File: src/rtl/if_stage_ctrl.sv
// Instruction-fetch stage controller: owns the PC, the fetch handshake to a
// variable-latency instruction memory and the IF/ID pipeline register.
// Stalls from the hazard unit never lose a returned word (it parks in a hold
// buffer), and branch redirects from ID flush IF/ID and steer the next fetch.
module if_stage_ctrl #(
  parameter int                ADDR_W    = 32,
  parameter logic [ADDR_W-1:0] RESET_PC  = '0,
  parameter logic [31:0]       NOP_INSTR = 32'h0000_0000
) (
  input  logic              clk,
  input  logic              rst_n,
  input  logic              PCWrite,
  input  logic              IFIDWrite,
  input  logic              BranchTaken,
  input  logic [ADDR_W-1:0] BranchTarget,
  output logic              ImemReq,
  output logic [ADDR_W-1:0] ImemAddr,
  input  logic              ImemReady,
  input  logic [31:0]       ImemRdata,
  output logic [31:0]       IFIDInstr,
  output logic [ADDR_W-1:0] IFIDPCPlus4,
  output logic              IFIDValid
);

  typedef enum logic [1:0] {
    S_IDLE,
    S_REQ,
    S_HOLD,
    S_DRAIN
  } state_t;

  state_t            state, state_n;
  logic [ADDR_W-1:0] pc, pc_n;
  logic [ADDR_W-1:0] addr_q, addr_n;
  logic [31:0]       instr_q, instr_n;
  logic [ADDR_W-1:0] pcp4_q, pcp4_n;
  logic              valid_q, valid_n;
  logic [31:0]       hold_instr, hold_instr_n;
  logic [ADDR_W-1:0] hold_pcp4, hold_pcp4_n;

  logic              accept;
  logic [ADDR_W-1:0] pc_plus4;

  assign accept   = PCWrite & IFIDWrite;
  assign pc_plus4 = pc + ADDR_W'(4);

  assign ImemReq     = (state == S_REQ) || (state == S_DRAIN);
  assign ImemAddr    = addr_q;
  assign IFIDInstr   = instr_q;
  assign IFIDPCPlus4 = pcp4_q;
  assign IFIDValid   = valid_q;

  // State, PC, fetch address, IF/ID and hold buffer registers
  always_ff @(posedge clk or negedge rst_n) begin
    if (!rst_n) begin
      state      <= S_IDLE;
      pc         <= RESET_PC;
      addr_q     <= RESET_PC;
      instr_q    <= NOP_INSTR;
      pcp4_q     <= '0;
      valid_q    <= 1'b0;
      hold_instr <= '0;
      hold_pcp4  <= '0;
    end else begin
      state      <= state_n;
      pc         <= pc_n;
      addr_q     <= addr_n;
      instr_q    <= instr_n;
      pcp4_q     <= pcp4_n;
      valid_q    <= valid_n;
      hold_instr <= hold_instr_n;
      hold_pcp4  <= hold_pcp4_n;
    end
  end

  // Next-state and datapath decisions; redirect outranks data return and stalls
  always_comb begin
    state_n      = state;
    pc_n         = pc;
    addr_n       = addr_q;
    instr_n      = instr_q;
    pcp4_n       = pcp4_q;
    valid_n      = valid_q;
    hold_instr_n = hold_instr;
    hold_pcp4_n  = hold_pcp4;

    case (state)
      S_IDLE: begin
        addr_n  = pc;
        state_n = S_REQ;
      end

      S_REQ: begin
        if (BranchTaken) begin
          pc_n    = BranchTarget;
          instr_n = NOP_INSTR;
          valid_n = 1'b0;
          if (ImemReady) begin
            addr_n  = BranchTarget;
            state_n = S_REQ;
          end else begin
            // The outstanding fetch cannot be withdrawn: keep asking at the
            // old address and discard whatever comes back.
            state_n = S_DRAIN;
          end
        end else if (ImemReady) begin
          if (accept) begin
            instr_n = ImemRdata;
            pcp4_n  = pc_plus4;
            valid_n = 1'b1;
            pc_n    = pc_plus4;
            addr_n  = pc_plus4;
          end else begin
            hold_instr_n = ImemRdata;
            hold_pcp4_n  = pc_plus4;
            state_n      = S_HOLD;
            // The word is parked, not delivered, so a writable IF/ID sees a bubble.
            if (IFIDWrite) begin
              instr_n = NOP_INSTR;
              valid_n = 1'b0;
            end
          end
        end else if (IFIDWrite) begin
          instr_n = NOP_INSTR;
          valid_n = 1'b0;
        end
      end

      S_HOLD: begin
        if (BranchTaken) begin
          pc_n    = BranchTarget;
          addr_n  = BranchTarget;
          instr_n = NOP_INSTR;
          valid_n = 1'b0;
          state_n = S_REQ;
        end else if (accept) begin
          instr_n = hold_instr;
          pcp4_n  = hold_pcp4;
          valid_n = 1'b1;
          pc_n    = pc_plus4;
          addr_n  = pc_plus4;
          state_n = S_REQ;
        end
      end

      S_DRAIN: begin
        if (BranchTaken) begin
          pc_n    = BranchTarget;
          instr_n = NOP_INSTR;
          valid_n = 1'b0;
        end
        // A redirect landing in the same cycle as the drained return must
        // take effect, so the new fetch uses the already-updated PC.
        if (ImemReady) begin
          addr_n  = pc_n;
          state_n = S_REQ;
        end
      end

      default: begin
        state_n = S_IDLE;
      end
    endcase
  end

endmodule

File: config.mk
export PLATFORM = sky130hd
export DESIGN_NAME = if_stage_ctrl
export DESIGN_NICKNAME = d
export VERILOG_FILES = /design/src/rtl/if_stage_ctrl.sv
export SDC_FILE = /design/constraint.sdc
export NUM_CORES = 1
export LEC_CHECK = 0
export ABC_CLOCK_PERIOD_IN_PS = 3200
export BUFFER_PORTS_ARGS = -buffer_cell sky130_fd_sc_hd__buf_2
export CORE_ASPECT_RATIO = 0.7
export CORE_MARGIN = 5
export CORE_UTILIZATION = 58
export CTS_CLUSTER_SIZE = 16
export DETAILED_ROUTE_END_ITERATION = 16
export PLACE_DENSITY_LB_ADDON = 0.08
export SLEW_MARGIN = 20
export SYNTH_ARGS = -nofsm -noshare
export SYNTH_HDL_FRONTEND = slang
export SYNTH_SLANG_ARGS = --single-unit
File: constraint.sdc
create_clock -name clk -period 3.2 [get_ports clk]
set_input_delay 0.32 -clock clk [delete_from_list [all_inputs] [get_ports clk]]
set_output_delay 0.32 -clock clk [all_outputs]
set_load 0.02 [all_outputs]
Word level (Yosys, flattened, before mapping). Index checks and enable logic that the tools add are counted.

Add/sub/neg operators: 1. Equality and inequality tests: 13. Mux-type cells: 43. Bitwise logic cells: 3. Reductions and logical operators: 10.

Operator list (number): 32-bit two-way mux (23); 32-bit one-hot mux with 3 select lines (2); 32-bit one-hot mux with 4 select lines (1); 32-bit one-hot mux with 2 select lines (1); 32-bit by 3-bit adder with 32-bit output (second input constant) (1); 2-bit two-way mux (7); 2-bit inequality test (second input constant) (7); 3-bit inequality test (second input constant) (3); 2-bit one-hot mux with 4 select lines (1); 4-bit AND reduction (2); 1-bit two-way mux (7); 6-bit AND reduction (1); 2-bit == test (second input constant) (2); 2-bit AND reduction (2); 1-bit one-hot mux with 3 select lines (1); 3-bit AND reduction (1); 3-bit nonzero test (1); 2-bit by 1-bit == test with 1-bit output (second input constant) (1); 2-bit logical NOT (1); 1-bit inverter (2); 2-bit nonzero test (1); 1-bit AND (1); 1-bit logical OR (1).

Register bits: 195. Input port bits: 70. Output and inout bits: 98. Logic and storage cells: 78.

Depth between registers and ports, before layout.
Word-level depth: 5. Gate-level depth with buffers: 10. Gate-level depth less buffers: 7.

Worst setup path before layout. No wires, ideal clock.

Path kind: register to register. From: register pc[3]. To: register pcp4_q[22] (netlist: IFIDPCPlus4[22]). Library setup time: 69 ps. Arrival time: 2233 ps. Required time: 3131 ps. Setup slack: 898 ps. Cell stages (with the launch flop): 9. Path buffers: 2. Period minus slack after synthesis: 2302 ps. Cell sequence: dfrtp_1 > ha_1 > buf_2 > nand4_4 > or3_1 > buf_2 > or3_4 > or4_1 > nand3_1.

Word-level cells in the longest chain between the ends: 5.

Ends and longest elaborated chain: start, declared (line 33) `logic [ADDR_W-1:0] pc, pc_n;`; start signal, assigned (line 66) `pc <= pc_n;`; 32-bit by 3-bit adder with 32-bit output (line 45) `assign pc_plus4 = pc + ADDR_W'(4);`; 32-bit two-way mux (line 107) `if (accept) begin`; 32-bit two-way mux (line 106) `end else if (ImemReady) begin`; 32-bit two-way mux (line 94) `if (BranchTaken) begin`; 32-bit one-hot mux with 2 select lines (line 87) `case (state)`; end signal, assigned (line 69) `pcp4_q <= pcp4_n;`; end, declared (line 36) `logic [ADDR_W-1:0] pcp4_q, pcp4_n;`.

No other way between the ends. The select of a mux whose other input is x is not followed. A chain may end at the register's enable or synchronous reset.

Worst setup path in the final report.
From: register pc[2]. To: register pcp4_q[22] (netlist: IFIDPCPlus4[22]).

Same word-level chain as after synthesis.

==> reports/qor.yml <==
synth:
  yosys_warnings: 0
  ys_ff_latch: 195
  synth-edff-count: 0
  synth_flop_cell: "dfrtp_1"
  synthCells: 1223
  synth_fp_nets: 1298
  syn_avg_cell_area_um2: 8.80
  async_reset_ff_frac: 1.00
  synth-seq-area-share: 0.453
  netlist_area_um2: 10800
  ys_types: 76
floorplanning:
  die_height_um: 124
  start_util: 0.594
  coreArea_um2: 18100
  dieArea_um2: 21400
  io_pins: 168
  num_rows: 41
  die_w_um: 173
layout:
  layout_commonest_cell: "nand2_1"
  drive_gt1_frac: 0.207
  layout.nets: 1409
  final.fill_count: 1500
  register_area_um2: 4880
  layout_common_cells: "nand2_1, dfrtp_1, buf_2, o21ai_0, nor2_1"
  multiInputGateArea_um2: 5390
  final_util: 0.687
  syn_to_final_growth_pct: 15.6
  antennaDiodeCount: 0
worst_setup_path:
  crit_fanout: 10
  endpoint_kind: "flop"
  critPathMaxStageDelay_ns: 0.49
  crit_chain: "ha_1, nand4_4, or3_1, or3_4, or4_1, nand3_1"
  path_class: "reg2reg"
  critPathSlowestCell: "dfrtp_1"
  startpoint_type: "flop"
  crit_required_ns: 3.58
  cp.arrival_ns: 3.03
timing:
  clock_skew_ns: 0.0156
  period_share: 0.827
  hold_viol_final: 0
  rsz0062_at_grt: "false"
  fmax_ghz: 0.378
  fin_crit_ns: 2.65
  finalSetupViolations: 0
  tns_ns: 0
  slew_violations: 0
  tightest_slew_ns: 0.966
  slew_headroom: 0.353
clock_network:
  cts_sinks: 195
  clkSlewWorstSetupHoldPaths_ns: 0.09
  h-tree-depth: 4
  cts_buffer_depth: 2
  cts_buffers: 17
  cts_tree: "built"
  clockRootBuffer: "clkbuf_16"
  clk_latency_ns: 0.45
power:
  seq_power_share: 0.368
  power.density_nw_per_um2: 978
  max-vdd-ir-drop_uv: 550
  switchingPower_mw: 5.72
  sw_frac_of_total: 0.470
  clockPowerShare: 0.178
  p_int_mw: 6.45
  p_leak_nw: 5.65
  p_comb_frac: 0.454
routing:
  drt_first_pass_iters: 6
  wl_per_cell_um: 21.7
  wl_um: 34300
  postRouteAntennaNets: 0
  drc: 0
  routed_via_density: 6.53
  vias: 10300
  drt_iter0_markers: 1356
placement:
  dpl.hpwl_um: 23900
  place_congestion: 0.981
  port_buffers: 167
grt:
  track_usage: 0.316
  grt_max_degree: 88
  busiest_layer: "met1"
  met1_usage: 0.469
  grt_pass1_wl_um: 54000
  antenna_found_initial: 0
  met3_usage: 0.0983
  grtUsageMet2: 0.441
  overflow: 0
  first_global_vias: 9559
run_status:
  status: "finished clean"
run:
  cap_violations: 0
hold_path:
  worstHoldPathType: "in2reg"
-- power groups by stage --
stage          Sequential, mW  Clock [mW]  Combinational (mW)
3_3_place_gp             4.44           0                5.33
2_1_floorplan            4.57           0                3.34
6_report                 4.47        2.17                5.52
5_1_grt                  4.62        2.29                6.01
4_1_cts                  4.43        2.18                5.45
3_5_place_dp             4.47           0                5.42
-- cells in the mapped netlist (4+ instances only) --
cell type	number	area, um^2
a211oi_1	7	52.6
a21o_1	6	45.0
a21oi_1	81	405
a221o_1	8	80.1
a221oi_1	8	70.1
a22o_1	11	96.3
a22oi_1	43	323
a31oi_1	8	50.1
and2_1	4	25.0
and3_1	22	138
buf_1	14	52.6
buf_2	14	70.1
clkbuf_1	82	308
dfrtp_1	195	4880
ha_1	5	62.6
inv_1	11	41.3
mux2_2	7	78.8
mux2i_1	25	250
nand2_1	218	818
nand2b_1	11	68.8
nand3_1	27	135
nand4_1	22	138
nor2_1	81	304
nor2b_1	5	31.3
nor3_1	29	145
nor4_1	10	62.6
nor4_2	5	62.6
o211ai_1	6	45.0
o21ai_0	84	420
o21ai_1	4	20.0
o221ai_1	12	105
o22a_1	8	70.1
o22ai_1	8	50.1
o2bb2ai_1	33	289
o31ai_1	6	45.0
o41ai_1	4	35.0
or3_1	7	43.8
or4_1	6	45.0
xnor2_1	14	123
xor2_1	11	96.3
-- per-layer routing --
layer,part of all wire,wire [um]
met5,0,0
met4,0.028,947
met3,0.12,3970
met2,0.41,14200
met1,0.44,15200
-- state kept, by name (all words and copies together) (netlist names) --
name,count
IFIDInstr,32
IFIDPCPlus4,32
ImemAddr,32
hold_instr,32
hold_pcp4,32
pc,32
state,2
IFIDValid,1
-- critical path: cells and delay by family, from the launching register on --
kind | cells | cell delay [ns]
adders and majority gates | 1 | 0.43
DFF | 1 | 0.49
and+or+nand+nor | 5 | 1.65
-- final cells by class --
type                       instances  area share
multi-input combinational        898       0.433
sequential                       195       0.392
timing repair buffer             208      0.0989
clock buffer                      17      0.0342
tap                              236      0.0237
clock inverter                    14      0.0135
inverter                          14     0.00423
-- metrics by stage --
| stage | cells | setup WS [ns] | area (um^2) | hold slack, ns | power (mW) |
|---|---|---|---|---|---|
| 6_report | 1582 | 0.553 | 12400 | 0.0639 | 12.2 |
| 5_1_grt | 1582 | 0.390 | 12400 | 0.0695 | 12.9 |
| 4_1_cts | 1582 | 0.594 | 12400 | 0.0635 | 12.1 |
| 3_5_place_dp | 1550 | 0.614 | 11800 | 0.411 | 9.89 |
| 3_3_place_gp | 1550 | 0.677 | 11800 | 0.411 | 9.78 |
| 2_1_floorplan | 1223 | 0.898 | 10800 | 0.0244 | 7.92 |
-- path summary, 6_finish.rpt --
check	startpoint	to	slack [ns]	cells past startpoint
setup / recovery	pc[2]	IFIDPCPlus4[22]	0.55	6
min in group asynchronous	rst_n	ImemAddr[12]	0.44	2
setup reg to reg	pc[2]	IFIDPCPlus4[22]	0.55	6
max in group asynchronous	rst_n	hold_pcp4[8]	1.99	3
hold / removal	ImemRdata[23]	hold_instr[23]	0.06	3
hold reg to reg	hold_pcp4[20]	hold_pcp4[20]	0.48	2
-- kinds of logic after synthesis --
family,after synthesis,synth area share
muxes,32,0.0306
and+or+nand+nor,465,0.206
adders and majority gates,5,0.00581
AOI/OAI and AO/OA,371,0.233
DFF,195,0.453
buffers and inverters,130,0.0501
xor gates and xnor gates,25,0.0203
-- what timing repair did --
action	4_1_cts	5_1_grt
setup buffers	0	0
gates resized for setup	0	0
hold endpoints to repair	84	0
hold buffers	1	0
Power figures use the tool's default switching activity.
